File: src/rtl/cpu_pkg.sv
// -----------------------------------------------------------------------------
// cpu_pkg
// Shared definitions for the CPU control path: opcode constants, instruction
// class encoding, control-sequencer state encoding and the register-select
// one-hot expansion helper. Imported by the sequencer, the opcode decoder
// and the ALU.
// -----------------------------------------------------------------------------
package cpu_pkg;

    localparam int unsigned OPCODE_W = 5;
    localparam int unsigned REG_SEL_W = 4;
    localparam int unsigned NUM_REGS = 16;

    // Opcode map (ir[31:27])
    localparam logic [OPCODE_W-1:0] OP_ADD  = 5'd0;
    localparam logic [OPCODE_W-1:0] OP_SUB  = 5'd1;
    localparam logic [OPCODE_W-1:0] OP_AND  = 5'd2;
    localparam logic [OPCODE_W-1:0] OP_OR   = 5'd3;
    localparam logic [OPCODE_W-1:0] OP_SHR  = 5'd4;
    localparam logic [OPCODE_W-1:0] OP_SHL  = 5'd5;
    localparam logic [OPCODE_W-1:0] OP_ROR  = 5'd6;
    localparam logic [OPCODE_W-1:0] OP_ROL  = 5'd7;
    localparam logic [OPCODE_W-1:0] OP_LD   = 5'd8;
    localparam logic [OPCODE_W-1:0] OP_ST   = 5'd9;
    localparam logic [OPCODE_W-1:0] OP_MUL  = 5'd15;
    localparam logic [OPCODE_W-1:0] OP_DIV  = 5'd16;
    localparam logic [OPCODE_W-1:0] OP_HALT = 5'd31;

    // Instruction class, as produced by opcode_decode
    typedef enum logic [2:0] {
        CLS_ALU,
        CLS_MUL,
        CLS_DIV,
        CLS_LD,
        CLS_ST,
        CLS_HALT,
        CLS_ILLEGAL
    } op_class_e;

    // Control sequencer states
    typedef enum logic [3:0] {
        ST_IDLE,
        ST_F0,
        ST_F1,
        ST_F2,
        ST_DEC,
        ST_E0,
        ST_E1,
        ST_E2,
        ST_E3,
        ST_HALT
    } seq_state_e;

    // Expand a 4-bit register number into a 16-bit one-hot select.
    function automatic logic [NUM_REGS-1:0] reg_onehot(input logic [REG_SEL_W-1:0] sel);
        logic [NUM_REGS-1:0] oh;
        oh = '0;
        for (int i = 0; i < NUM_REGS; i++) begin
            oh[i] = (sel == REG_SEL_W'(i));
        end
        return oh;
    endfunction

endpackage

File: src/rtl/opcode_decode.sv
// -----------------------------------------------------------------------------
// opcode_decode
// Purely combinational opcode classifier.
//   opcode   : in  5-bit instruction opcode (ir[31:27])
//   op_class : out instruction class (ALU, MUL, DIV, LD, ST, HALT, ILLEGAL)
//   legal    : out 1 when the opcode is defined
// -----------------------------------------------------------------------------
module opcode_decode
    import cpu_pkg::*;
(
    input  logic [OPCODE_W-1:0] opcode,
    output op_class_e           op_class,
    output logic                legal
);

    always_comb begin
        op_class = CLS_ILLEGAL;
        legal    = 1'b1;
        case (opcode)
            OP_ADD, OP_SUB, OP_AND, OP_OR,
            OP_SHR, OP_SHL, OP_ROR, OP_ROL: op_class = CLS_ALU;
            OP_MUL:                         op_class = CLS_MUL;
            OP_DIV:                         op_class = CLS_DIV;
            OP_LD:                          op_class = CLS_LD;
            OP_ST:                          op_class = CLS_ST;
            OP_HALT:                        op_class = CLS_HALT;
            default: begin
                op_class = CLS_ILLEGAL;
                legal    = 1'b0;
            end
        endcase
    end

endmodule

File: src/rtl/control_sequencer.sv
// -----------------------------------------------------------------------------
// control_sequencer
// Hardwired control unit: fetches an instruction over the memory handshake,
// classifies it and steps the datapath through up to four execute phases.
//   clock      : in  sole clock, rising edge
//   clear      : in  asynchronous active-low reset
//   run        : in  permits a new fetch (sampled in IDLE and at completion)
//   ir[31:0]   : in  instruction register: op[31:27] ra[26:23] rb[22:19] rc[18:15]
//   mem_ack    : in  memory completion strobe
//   alu_done   : in  multi-cycle divide complete
//   pco..loi   : out datapath load / bus-drive strobes
//   r_in/r_out : out one-hot register-file load / drive selects
//   mem_read/mem_write : out memory request, held until mem_ack
//   alu_op     : out ALU operation (0 when unused)
//   halted/illegal : out sticky status flags, cleared only by clear
// -----------------------------------------------------------------------------
module control_sequencer
    import cpu_pkg::*;
(
    input  logic          clock,
    input  logic          clear,
    input  logic          run,
    input  logic [31:0]   ir,
    input  logic          mem_ack,
    input  logic          alu_done,
    output logic          pco,
    output logic          pci,
    output logic          pc_inc,
    output logic          iri,
    output logic          mari,
    output logic          mdri,
    output logic          mdro,
    output logic          ryi,
    output logic          rzi,
    output logic          rzo_lo,
    output logic          rzo_hi,
    output logic          hii,
    output logic          loi,
    output logic [15:0]   r_in,
    output logic [15:0]   r_out,
    output logic          mem_read,
    output logic          mem_write,
    output logic [4:0]    alu_op,
    output logic          halted,
    output logic          illegal
);

    seq_state_e            state_q, state_d;
    op_class_e             cls_q, cls_d;
    logic [OPCODE_W-1:0]   op_q, op_d;
    logic [REG_SEL_W-1:0]  ra_q, ra_d, rb_q, rb_d, rc_q, rc_d;
    logic                  halted_q, halted_d;
    logic                  illegal_q, illegal_d;

    op_class_e             dec_class;
    logic                  dec_legal;
    seq_state_e            after_instr;
    logic                  ir_unused;

    // Low instruction bits carry immediates the sequencer does not need.
    assign ir_unused = ^ir[14:0];

    opcode_decode u_opcode_decode (
        .opcode   (ir[31:27]),
        .op_class (dec_class),
        .legal    (dec_legal)
    );

    // run is only looked at when an instruction finishes.
    assign after_instr = run ? ST_F0 : ST_IDLE;

    // Next-state logic
    always_comb begin
        state_d   = state_q;
        cls_d     = cls_q;
        op_d      = op_q;
        ra_d      = ra_q;
        rb_d      = rb_q;
        rc_d      = rc_q;
        halted_d  = halted_q;
        illegal_d = illegal_q;
        case (state_q)
            ST_IDLE: if (run) state_d = ST_F0;
            ST_F0:   state_d = ST_F1;
            ST_F1:   if (mem_ack) state_d = ST_F2;
            ST_F2:   state_d = ST_DEC;
            ST_DEC: begin
                // Capture the instruction fields so execute does not depend
                // on ir staying stable.
                cls_d = dec_class;
                op_d  = ir[31:27];
                ra_d  = ir[26:23];
                rb_d  = ir[22:19];
                rc_d  = ir[18:15];
                if (dec_class == CLS_HALT || dec_class == CLS_ILLEGAL) begin
                    state_d   = ST_HALT;
                    halted_d  = 1'b1;
                    illegal_d = ~dec_legal;
                end else begin
                    state_d = ST_E0;
                end
            end
            ST_E0:   state_d = ST_E1;
            ST_E1: begin
                case (cls_q)
                    CLS_DIV: if (alu_done) state_d = ST_E2;
                    CLS_LD:  if (mem_ack)  state_d = ST_E2;
                    default: state_d = ST_E2;
                endcase
            end
            ST_E2: begin
                case (cls_q)
                    CLS_MUL, CLS_DIV: state_d = ST_E3;
                    CLS_ST:  if (mem_ack) state_d = after_instr;
                    default: state_d = after_instr;
                endcase
            end
            ST_E3:   state_d = after_instr;
            ST_HALT: state_d = ST_HALT;
            default: state_d = ST_IDLE;
        endcase
    end

    always_ff @(posedge clock or negedge clear) begin
        if (!clear) begin
            state_q   <= ST_IDLE;
            cls_q     <= CLS_ALU;
            op_q      <= '0;
            ra_q      <= '0;
            rb_q      <= '0;
            rc_q      <= '0;
            halted_q  <= 1'b0;
            illegal_q <= 1'b0;
        end else begin
            state_q   <= state_d;
            cls_q     <= cls_d;
            op_q      <= op_d;
            ra_q      <= ra_d;
            rb_q      <= rb_d;
            rc_q      <= rc_d;
            halted_q  <= halted_d;
            illegal_q <= illegal_d;
        end
    end

    // Output decode from the state register. The only input-qualified terms
    // are mdri on a memory-ack cycle and rzi on the divide-complete cycle,
    // which must coincide with the handshake itself. Because every strobe
    // is a function of state_q, clear forces all of them low at once.
    always_comb begin
        pco       = 1'b0;
        pci       = 1'b0;
        pc_inc    = 1'b0;
        iri       = 1'b0;
        mari      = 1'b0;
        mdri      = 1'b0;
        mdro      = 1'b0;
        ryi       = 1'b0;
        rzi       = 1'b0;
        rzo_lo    = 1'b0;
        rzo_hi    = 1'b0;
        hii       = 1'b0;
        loi       = 1'b0;
        r_in      = '0;
        r_out     = '0;
        mem_read  = 1'b0;
        mem_write = 1'b0;
        alu_op    = '0;
        case (state_q)
            ST_F0: begin
                pco    = 1'b1;
                mari   = 1'b1;
                pc_inc = 1'b1;
            end
            ST_F1: begin
                mem_read = 1'b1;
                mdri     = mem_ack;
            end
            ST_F2: begin
                mdro = 1'b1;
                iri  = 1'b1;
            end
            ST_E0: begin
                r_out = reg_onehot(rb_q);
                if (cls_q == CLS_LD || cls_q == CLS_ST) mari = 1'b1;
                else                                     ryi  = 1'b1;
            end
            ST_E1: begin
                case (cls_q)
                    CLS_ALU, CLS_MUL: begin
                        r_out  = reg_onehot(rc_q);
                        rzi    = 1'b1;
                        alu_op = op_q;
                    end
                    CLS_DIV: begin
                        r_out  = reg_onehot(rc_q);
                        alu_op = op_q;
                        rzi    = alu_done;
                    end
                    CLS_LD: begin
                        mem_read = 1'b1;
                        mdri     = mem_ack;
                    end
                    CLS_ST: begin
                        r_out = reg_onehot(ra_q);
                        mdri  = 1'b1;
                    end
                    default: ;
                endcase
            end
            ST_E2: begin
                case (cls_q)
                    CLS_ALU: begin
                        rzo_lo = 1'b1;
                        r_in   = reg_onehot(ra_q);
                    end
                    CLS_MUL, CLS_DIV: begin
                        rzo_lo = 1'b1;
                        loi    = 1'b1;
                    end
                    CLS_LD: begin
                        mdro = 1'b1;
                        r_in = reg_onehot(ra_q);
                    end
                    CLS_ST:  mem_write = 1'b1;
                    default: ;
                endcase
            end
            ST_E3: begin
                rzo_hi = 1'b1;
                hii    = 1'b1;
            end
            default: ;
        endcase
    end

    assign halted  = halted_q;
    assign illegal = illegal_q;

endmodule

File: config.mk
export PLATFORM = sky130hd
export DESIGN_NAME = control_sequencer
export DESIGN_NICKNAME = d
export VERILOG_FILES = /design/src/rtl/cpu_pkg.sv /design/src/rtl/opcode_decode.sv /design/src/rtl/control_sequencer.sv
export SDC_FILE = /design/constraint.sdc
export NUM_CORES = 1
export LEC_CHECK = 0
export BUFFER_PORTS_ARGS = -buffer_cell sky130_fd_sc_hd__buf_2
export CORE_MARGIN = 2
export CORE_UTILIZATION = 51
export DETAILED_ROUTE_END_ITERATION = 10
export PLACE_DENSITY = 0.86
export SKIP_CTS_REPAIR_TIMING = 1
export SYNTH_ARGS = -nofsm -noshare
export SYNTH_HDL_FRONTEND = slang
export SYNTH_SLANG_ARGS = --single-unit
export TNS_END_PERCENT = 30
File: constraint.sdc
create_clock -name clock -period 5.1 [get_ports clock]
set_input_delay 0.51 -clock clock [delete_from_list [all_inputs] [get_ports clock]]
set_output_delay 0.51 -clock clock [all_outputs]
set_load 0.03 [all_outputs]
==> impl_results.md, run 1 <==
* Slew HR at 51.06%
* Ys async rst share at 100.0%
* Grt ovf at 0
* Vias in the first global route at 1944
* Yosys synthesis warning count at 0
* Post-DRT Antenna Nets at 0
* Most frequent cells in the layout: buf_2, nand2_1, nor2_1
* Util after Layout at 64.34%
* Die area at 4502 sq um
* Crit end category: output port
* Distinct cells, synth at 55
* CTS Buf Count at 3
* Max incr delay on CP at 0.72 ns
* Drt initial violations at 272
* Critical path class: register to output port
* ANT cells at 0
* Commonest non-fill, non-tap cell in the layout: buf_2
* Max Slew Vio Count at 0
* Depth of the CTS H-tree at 1
* Setup WS pre-CTS at 2.240 ns
* DRC viols at 0
* Status: finished clean
* Port Buffers at 74
* Dpl hpwl at 4.075 mm
* #FFs+latches synth at 26
* Setup Skew at 0.003308 ns
* P&R area growth vs syn at 18.61%
* Vias at 2237
* EDFF count, synth at 0
* DP Cell Count at 374
* Cells along the critical path: nand4bb_1, nor2_1, nand4_1, o221ai_1, buf_2
* Hold crit path type: input pin to asynchronous set/reset pin
* Synthesized net count at 314
* CP required at 4.59 ns
* TritonCTS Sinks at 26
* Initial antenna violation count at 0
* Min Tclk post-route at 3.253 ns
* Via density per instance at 5.918
* Worst skew pair latency at 0.27 ns
* Fin nets at 368
* Delay-heaviest family, CP: simple AND/OR/NAND/NOR gates
* Die extent in y at 67.10 um
* Mapped Area at 2031 sq um
* Layout cell share with drive strength beyond 1 at 26.36%
* CTS tree: yes
* Crit share post-route at 63.79%
* Synth Area per Inst at 7.331 sq um
* Clk slew on worst S/H paths at 0.09 ns
* Die W at 67.10 um
* Gr usage total at 26.60%
* Cells after Synth at 277
* Maximum Capacitance Violations at 0
* DR WL/cell at 14.60 um
* Fmax at 307.4 MHz
* Power density over cell area at 553.2 nW/um^2
* First-pass GRT wire length at 9.183 mm
* Final setup margin at 1.847 ns
* Total power at 1.332 mW
* Element type at the critical path start: register
* CP bufs+invs at 1
* Final TNS setup at 0 ns
* DRT Pass-1 Iters at 4
* Core area at 3744 sq um
* Pin count of the biggest net entering global routing at 27
* Slowest-stage cell, CP: nor2_1
* Starting Density at 54.24%
* GPL Wtd Cong at 0.9305
* Most used DFF post-synth: dfrtp_1
* Hold violation count in the final report at 0
* RSZ-0062 raised after global routing: no
* Leakage at 1.175 nW
* Final wirelength at 5.517 mm
* Final Setup Violations at 0
* CTS Root Cell: clkbuf_8
* Cell Rows at 22
* Worst Path Max Fanout at 19
* Critical Path AT at 2.74 ns
* Seq/Total Area, Yosys at 32.04%
* Non-filler instance count after layout at 378
* Worst Tran Pin Value at 0.7275 ns
* Ports at 91
* Clock Tree Buf Depth at 2
* Peak VDD IR at 0.2382 mV
## synthesized netlist by cell type (2+ instances only)
cell type  count  share of area [%]
nor2_1        28                5.2
nor3_1        10                2.5
o31ai_1        2               0.74
nand2_1       64                 12
a211oi_1       3                1.1
clkbuf_1      12                2.2
nor4_1         4                1.2
nand3_1       11                2.7
buf_4          5                1.8
or2_2          2               0.62
nand3b_1       2               0.74
and3_1         2               0.62
xnor2_1        2               0.86
nand2b_1      11                3.4
o21a_1         2               0.74
nand4_1        4                1.2
nor2b_1        4                1.2
o211ai_1       4                1.5
buf_2          4               0.99
nand4bb_1      2                1.1
buf_1          3               0.55
buf_6          2                1.1
o221ai_1      10                4.3
a21o_1         3                1.1
inv_1          6                1.1
a21oi_1        5                1.2
or3_1          3               0.92
and2_1         6                1.8
o21ai_0       10                2.5
dfrtp_1       26                 32
## cell families after synthesis
| logic type | share of synthesized area (%) |
|---|---|
| buffers and inverters | 7.825 |
| other | 0.1847 |
| XOR/XNOR | 1.294 |
| AND/OR/NAND/NOR | 40.48 |
| AO/OA/AOI/OAI | 17.62 |
| multiplexers | 0.5545 |
| flip-flops | 32.04 |
## state kept, by name, indices dropped and copies added, names as in the netlist
signal   flops
cls_q        3
halted       1
illegal      1
op_q         5
ra_q         4
rb_q         4
rc_q         4
state_q      4
## path summary, 6_finish.rpt
check                                  startpoint                     end  slack (ns)  cells after the start
max reg2reg                state_q[0]$_DFFE_PN0P_  state_q[2]$_DFFE_PN0P_        2.92                      4
max in group asynchronous                   clear     rb_q[2]$_DFFE_PN0P_        4.51                      1
min reg2reg                   op_q[1]$_DFFE_PN0P_     op_q[1]$_DFFE_PN0P_        0.48                      2
max                        state_q[0]$_DFFE_PN0P_               r_out[15]        1.85                      5
min                                         clear     op_q[1]$_DFFE_PN0P_        0.22                      1
min in group clock                         ir[24]     ra_q[1]$_DFFE_PN0P_        0.42                      3
## worst register-to-register path, cell delays in order (launching register included)
cell and delay (ns):
dfrtp_1 0.61, nand4bb_1 0.56, nor4_1 0.48, nor3_1 0.10, a221o_1 0.32
## report_power, final
group	leakage [nW]	total (mW)	internal (mW)	switching [mW]
clock	0.0357	0.169	0.105	0.0637
combinational	0.824	0.679	0.234	0.445
sequential	0.316	0.484	0.306	0.178
total	1.18	1.33	0.646	0.687
## final cells by class
class	instances	area, sq um
fillers	350	1335
multi-input cells	219	1226
flip-flops and latches	26	650.6
repair buffers	75	377.9
well taps	48	60.06
clock buffers	3	41.29
clock inverters	1	30.03
inverters	6	22.52
## layer usage
metal  part of all wire [%]  wire (um)  GRT usage [%]
met5                      0          0              0
met4                    1.6         91          8.418
met1                     43       2379          38.68
met2                     46       2530          41.58
met3                    9.4        516          2.703
## metrics by stage
stage | cell area, sq um | hold WS, ns
floorplan | 2031 | 0.2144
global placement | 2337 | 0.4448
detailed placement | 2337 | 0.4616
CTS | 2409 | 0.2403
global route | 2409 | 0.2593
finish | 2409 | 0.2195
Power figures use the tool's default switching activity.
==> run 2: changes to the inputs <==
--- a/config.mk
+++ b/config.mk
@@ -5,11 +5,12 @@
 export SDC_FILE = /design/constraint.sdc
 export NUM_CORES = 1
 export LEC_CHECK = 0
+export ABC_AREA = 1
 export BUFFER_PORTS_ARGS = -buffer_cell sky130_fd_sc_hd__buf_2
 export CORE_MARGIN = 2
-export CORE_UTILIZATION = 51
+export CORE_UTILIZATION = 48
 export DETAILED_ROUTE_END_ITERATION = 10
-export PLACE_DENSITY = 0.86
+export PLACE_DENSITY = 0.81
 export SKIP_CTS_REPAIR_TIMING = 1
 export SYNTH_ARGS = -nofsm -noshare
 export SYNTH_HDL_FRONTEND = slang
==> constraint.sdc (replaced) <==
create_clock -name clock -period 3.05 [get_ports clock]
set_input_delay 0.305 -clock clock [delete_from_list [all_inputs] [get_ports clock]]
set_output_delay 0.305 -clock clock [all_outputs]
set_load 0.03 [all_outputs]
==> run 2 against run 1 <==
  * Cell count rose by 19%
  * Cell area rose by 3.3%
  * Clock power rose by 28%
  * Total power rose by 63%
  * Sequential cell count did not move
  * Critical path type unchanged
==> impl_results.md, run 2 <==
* Largest cells by area after synthesis: dfrtp_1, nand2_1, nor2_1 (unchanged)
* Cell Rows at 23 (was 22)
* DR WL/cell at 12.86 um (was 14.60 um)
* Synth Area per Inst at 6.226 sq um (was 7.331 sq um)
* Worst Tran Pin Value at 0.5629 ns (was 0.7275 ns)
* Count leader, synth: nand2_1 (unchanged)
* Initial antenna violation count at 0 (unchanged)
* ANT cells at 0 (unchanged)
* # fillers at 406 (was 350)
* Power density over cell area at 874.3 nW/um^2 (was 553.2 nW/um^2)
* Dpl hpwl at 4.661 mm (was 4.075 mm)
* Worst skew pair latency at 0.27 ns (about the same)
* Final wirelength at 5.787 mm (was 5.517 mm)
* EDFF count, synth at 0 (unchanged)
* Final Setup Violations at 0 (unchanged)
* CTS tree: yes (unchanged)
* Mapped Area at 2067 sq um (was 2031 sq um)
* P&R area growth vs syn at 20.40% (was 18.61%)
* Cells after Synth at 332 (was 277)
* Maximum Capacitance Violations at 0 (unchanged)
* CTS Buf Count at 3 (unchanged)
* Die extent in y at 69.62 um (was 67.10 um)
* Final TNS setup at 0 ns (unchanged)
* Die W at 69.62 um (was 67.10 um)
* Delay-heaviest family, CP: simple AND/OR/NAND/NOR gates (unchanged)
* Slew HR at 62.47% (was 51.06%)
* WP depth at 6 (was 5)
* Pin count of the biggest net entering global routing at 27 (unchanged)
* Commonest non-fill, non-tap cell in the layout: nand2_1 (was buf_2)
* Fin nets at 438 (was 368)
* Status: finished clean (unchanged)
* Largest reg by FF count: op_q (unchanged)
* DRT Pass-1 Iters at 4 (unchanged)
* Core area at 4086 sq um (was 3744 sq um)
* Slowest-stage cell, CP: dfrtp_1 (was nor2_1)
* Grt ovf at 0 (unchanged)
* Max incr delay on CP at 0.42 ns (was 0.72 ns)
* Worst Path Max Fanout at 13 (was 19)
* Synth top area share at 31.48% (was 32.04%)
* CP required at 2.74 ns (was 4.59 ns)
* Distinct cells, synth at 26 (was 55)
* Crit share post-route at 78.81%
* Post-DRT Antenna Nets at 0 (unchanged)
* Layout cell share with drive strength beyond 1 at 24.75% (was 26.36%)
* Ys async rst share at 100.0% (unchanged)
* GPL Wtd Cong at 0.9169 (was 0.9305)
* Peak VDD IR at 0.4168 mV (was 0.2382 mV)
* Starting Density at 50.58% (was 54.24%)
* #FFs+latches synth at 26 (unchanged)
* Most used DFF post-synth: dfrtp_1 (unchanged)
* First-pass GRT wire length at 9.577 mm (was 9.183 mm)
* Vias at 2353 (was 2237)
* CTS Root Cell: clkbuf_8 (unchanged)
* CP bufs+invs at 2 (was 1)
* Cells along the critical path: inv_1, nand2_1, nor2_4, nand2_1, o221ai_1, buf_2 (was nand4bb_1, nor2_1, nand4_1, o221ai_1, buf_2)
* Synthesized net count at 369 (was 314)
* Element type at the critical path start: register (unchanged)
* Crit end category: output port (unchanged)
* Util after Layout at 60.90% (was 64.34%)
* Max Slew Vio Count at 0 (unchanged)
* Depth of the CTS H-tree at 1 (unchanged)
* Clk slew on worst S/H paths at 0.09 ns (about the same)
* Commonest cells in the netlist: nand2_1, nor2_1, inv_1 (was nand2_1, nor2_1, dfrtp_1)
* Hold violation count in the final report at 0 (unchanged)
* Via density per instance at 5.229 (was 5.918)
* TritonCTS Sinks at 26 (unchanged)
* Hold crit path type: input pin to asynchronous set/reset pin (unchanged)
* Total power at 2.176 mW (was 1.332 mW)
* Seq/Total Area, Yosys at 31.48% (was 32.04%)
* Ports at 91 (unchanged)
* Critical path class: register to output port (unchanged)
* DRC viols at 0 (unchanged)
* Min Tclk post-route at 2.404 ns
* Most frequent cells in the layout: nand2_1, buf_2, nor2_1 (was buf_2, nand2_1, nor2_1)
* Port Buffers at 74 (unchanged)
* Worst R2R Path Depth at 6 (was 4)
* Yosys synthesis warning count at 0 (unchanged)
* Vias in the first global route at 2057 (was 1944)
* Setup Skew at 0.009869 ns (was 0.003308 ns)
* RSZ-0062 raised after global routing: no (unchanged)
* Largest area contributor in the synthesized netlist: dfrtp_1 (unchanged)
* Fmax at 416.0 MHz
* Max FFs per register at 5 (unchanged)
* Crit path top cell by count: nand2_1
* Leakage at 1.362 nW (was 1.175 nW)
* Setup WS pre-CTS at 0.9571 ns (was 2.240 ns)
* Die area at 4847 sq um (was 4502 sq um)
* Critical Path AT at 2.10 ns (was 2.74 ns)
* Clock Tree Buf Depth at 2 (unchanged)
* Gr usage total at 23.80% (was 26.60%)
* Drt initial violations at 275 (was 272)
* Final setup margin at 0.6462 ns (was 1.847 ns)
-- run 2: layout make-up --
cell class	count	area (sq um)	share of cell area, %
repair buffers	75	377.9	15.18
well taps	50	62.56	2.514
clock buffers	4	55.05	2.212
flip-flops and latches	26	650.6	26.14
multi-input cells	251	1177	47.31
inverters	44	165.2	6.636
-- run 2: final timing paths --
check / startpoint / endpoint / slack [ns]
max: state_q[0]$_DFFE_PN0P_ / r_out[14] / 0.65
min: clear / halted$_DFFE_PN0P_ / 0.02
max reg2reg: state_q[1]$_DFFE_PN0P_ / op_q[4]$_DFFE_PN0P_ / 1.55
min reg2reg: halted$_DFFE_PN0P_ / halted$_DFFE_PN0P_ / 0.47
max in group asynchronous: clear / op_q[2]$_DFFE_PN0P_ / 2.65
min in group clock: ir[22] / rb_q[3]$_DFFE_PN0P_ / 0.24
-- run 2: per-layer routing --
layer / GRT usage, % / up-vias / part of all wire (%)
met5: 0 / - / 0
met4: 4.060 / 0 / 0.76
met3: 1.744 / 4 / 6.4
met2: 37.18 / 98 / 45
met1: 36.58 / 1054 / 48
li1: - / 1197 / -
-- run 2: cell families after synthesis --
logic type             after synthesis  share of synthesized area, %
AOI/OAI and AO/OA                   41                         12.23
other                                1                        0.1814
buffers and inverters               55                         11.56
and+or+nand+nor                    209                         44.55
DFF                                 26                         31.48
-- run 2: worst reg2reg max path: stages (launching register included) --
cell and delay [ns]:
dfrtp_1 0.44, nor2_1 0.19, inv_1 0.09, nor2_2 0.23
inv_1 0.24, nand2_1 0.10, o21ai_0 0.08
-- run 2: through the flow --
| stage | hold slack (ns) | cell area, sq um | instances |
|---|---|---|---|
| after floorplan | 0.009409 | 2067 | 332 |
| after global placement | 0.3377 | 2434 | 446 |
| after detailed placement | 0.3360 | 2434 | 446 |
| after CTS | 0.04199 | 2489 | 450 |
| after global routing | 0.07248 | 2489 | 450 |
| final | 0.01678 | 2489 | 450 |
-- run 2: report_power, final --
part / internal [mW] / switching [mW]
combinational: 0.334 / 0.940
sequential: 0.509 / 0.177
clock: 0.115 / 0.101
total: 0.959 / 1.22
==> run 3: changes to the inputs <==
==> constraint.sdc (replaced) <==
create_clock -name clock -period 2.3 [get_ports clock]
set_input_delay 0.23 -clock clock [delete_from_list [all_inputs] [get_ports clock]]
set_output_delay 0.23 -clock clock [all_outputs]
set_load 0.03 [all_outputs]
==> run 3 against run 2 <==
  * First-iteration DRC count fell by 29%
  * Largest cell class unchanged
  * Via count fell by 0.68%
  * Sequential power rose by 31%
  * Register-to-register slack got worse by 0.75 ns
  * Cell count rose by 0.89%
  * Highest routed layer unchanged
  * Combinational power rose by 38%
  * Critical endpoint is now mari
  * Wire length rose by 0.41%
  * Sequential cell count did not move
  * Critical path depth rose by 2
==> impl_results.md, run 3 (synthesized netlist as in run 2, its figures left out) <==
* Hold crit path type: input pin to register (was input pin to asynchronous set/reset pin)
* Slew HR at 61.87% (was 62.47%)
* DR WL/cell at 12.80 um (was 12.86 um)
* ANT cells at 0 (unchanged)
* First-pass GRT wire length at 9.687 mm (was 9.577 mm)
* Commonest non-fill, non-tap cell in the layout: nand2_1 (unchanged)
* Critical path class: register to output port (unchanged)
* Status: finished clean (unchanged)
* Most frequent cells in the layout: nand2_1, buf_2, nor2_1 (unchanged)
* Critical Path AT at 1.94 ns (was 2.10 ns)
* GPL Wtd Cong at 0.9281 (was 0.9169)
* # fillers at 403 (was 406)
* Starting Density at 50.58% (unchanged)
* Fmax at 461.4 MHz
* Core area at 4086 sq um (unchanged)
* DRC viols at 0 (unchanged)
* Worst Path Max Fanout at 10 (was 13)
* Setup Skew at 0.009391 ns (was 0.009869 ns)
* Peak VDD IR at 0.5772 mV (was 0.4168 mV)
* Crit end category: output port (unchanged)
* Clk slew on worst S/H paths at 0.09 ns (about the same)
* DRT Pass-1 Iters at 6 (was 4)
* Cell Rows at 23 (unchanged)
* CTS tree: yes (unchanged)
* Setup WS pre-CTS at 0.4135 ns (was 0.9571 ns)
* CP required at 2.07 ns (was 2.74 ns)
* Drt initial violations at 194 (was 275)
* Leakage at 1.390 nW (was 1.362 nW)
* Die W at 69.62 um (unchanged)
* Port Buffers at 74 (unchanged)
* Max Slew Vio Count at 0 (unchanged)
* Min Tclk post-route at 2.167 ns
* Gr usage total at 24.04% (was 23.80%)
* CTS Root Cell: clkbuf_8 (unchanged)
* Clock Tree Buf Depth at 2 (unchanged)
* Final Setup Violations at 0 (unchanged)
* P&R area growth vs syn at 23.24% (was 20.40%)
* Worst skew pair latency at 0.27 ns (about the same)
* Ports at 91 (unchanged)
* Die area at 4847 sq um (unchanged)
* Power density over cell area at 1187 nW/um^2 (was 874.3 nW/um^2)
* Initial antenna violation count at 0 (unchanged)
* Post-DRT Antenna Nets at 0 (unchanged)
* Hold violation count in the final report at 0 (unchanged)
* Crit share post-route at 94.23%
* Final setup margin at 0.1327 ns (was 0.6462 ns)
* Maximum Capacitance Violations at 0 (unchanged)
* Reg area at 650.6 sq um (unchanged)
* Final wirelength at 5.811 mm (was 5.787 mm)
* Layout cell share with drive strength beyond 1 at 25.74% (was 24.75%)
* Worst Tran Pin Value at 0.5720 ns (was 0.5629 ns)
* Largest reg by FF count: op_q (unchanged)
* Fin nets at 442 (was 438)
* Multi-input logic area at 1187 sq um (was 1177 sq um)
* Vias at 2337 (was 2353)
* Max FFs per register at 5 (unchanged)
* Via density per instance at 5.148 (was 5.229)
* Depth of the CTS H-tree at 1 (unchanged)
* CTS Buf Count at 3 (unchanged)
* Non-filler instance count after layout at 454 (was 450)
* Element type at the critical path start: register (unchanged)
* Grt ovf at 0 (unchanged)
* Vias in the first global route at 2108 (was 2057)
* Dpl hpwl at 4.630 mm (was 4.661 mm)
* RSZ-0062 raised after global routing: yes (was no)
* TritonCTS Sinks at 26 (unchanged)
* Die extent in y at 69.62 um (unchanged)
* Pin count of the biggest net entering global routing at 27 (unchanged)
* DP Cell Count at 449 (was 446)
[run 3: path summary, 6_finish.rpt]
kind	depth (start not counted)	endpoint	slack, ns	start
worst max register to register	10	state_q[2]$_DFFE_PN0P_	0.80	state_q[3]$_DFFE_PN0P_
min in group asynchronous	2	op_q[4]$_DFFE_PN0P_	0.48	clear
worst max-delay path	8	mari	0.13	cls_q[1]$_DFFE_PN0P_
worst min-delay path	3	rb_q[1]$_DFFE_PN0P_	0.16	ir[20]
max in group asynchronous	2	ra_q[3]$_DFFE_PN0P_	1.43	clear
worst min register to register	2	halted$_DFFE_PN0P_	0.47	halted$_DFFE_PN0P_
[run 3: power by group]
group          switching, mW  total (mW)  internal (mW)
logic                   1.28        1.75          0.471
clock network          0.144       0.376          0.233
registers              0.223       0.898          0.675
[run 3: stage by stage]
step / power, mW / hold slack [ns] / setup TNS (ns) / area, sq um / utilization (%)
detailed placement: 2.614 / 0.2607 / 0 / 2456 / 60.10
global placement: 2.586 / 0.2628 / 0 / 2456 / 60.10
CTS: 2.997 / -0.03638 / 0 / 2527 / 61.85
global route: 3.275 / 0.1684 / -0.001738 / 2547 / 62.34
finish: 3.024 / 0.1580 / 0 / 2547 / 62.34
floorplan: 2.166 / -0.06559 / 0 / 2067 / -
[run 3: area by class of cell]
cell class,instances,area share [%]
Multi-Input combinational cell,251,46.61
Tap cell,50,2.456
Timing Repair Buffer,79,16.11
Clock inverter,1,1.179
Sequential cell,26,25.54
Inverter,44,6.483
Clock buffer,3,1.621
[run 3: metal layers]
layer  vias up  track usage [%]  share of wire [%]
met4         0            4.487               0.33
met1      1033            36.55                 49
li1       1209                -                  -
met2        93            37.07                 43
met3         2            2.762                7.3
met5         -                0                  0
[run 3: critical path, stage by stage, from the launching register on]
cell	delay, ns
dfrtp_1	0.44
nand2_1	0.13
nand2_2	0.15
inv_1	0.19
buf_4	0.22
nor2_1	0.15
nand2_1	0.07
o21ai_0	0.08
buf_2	0.23
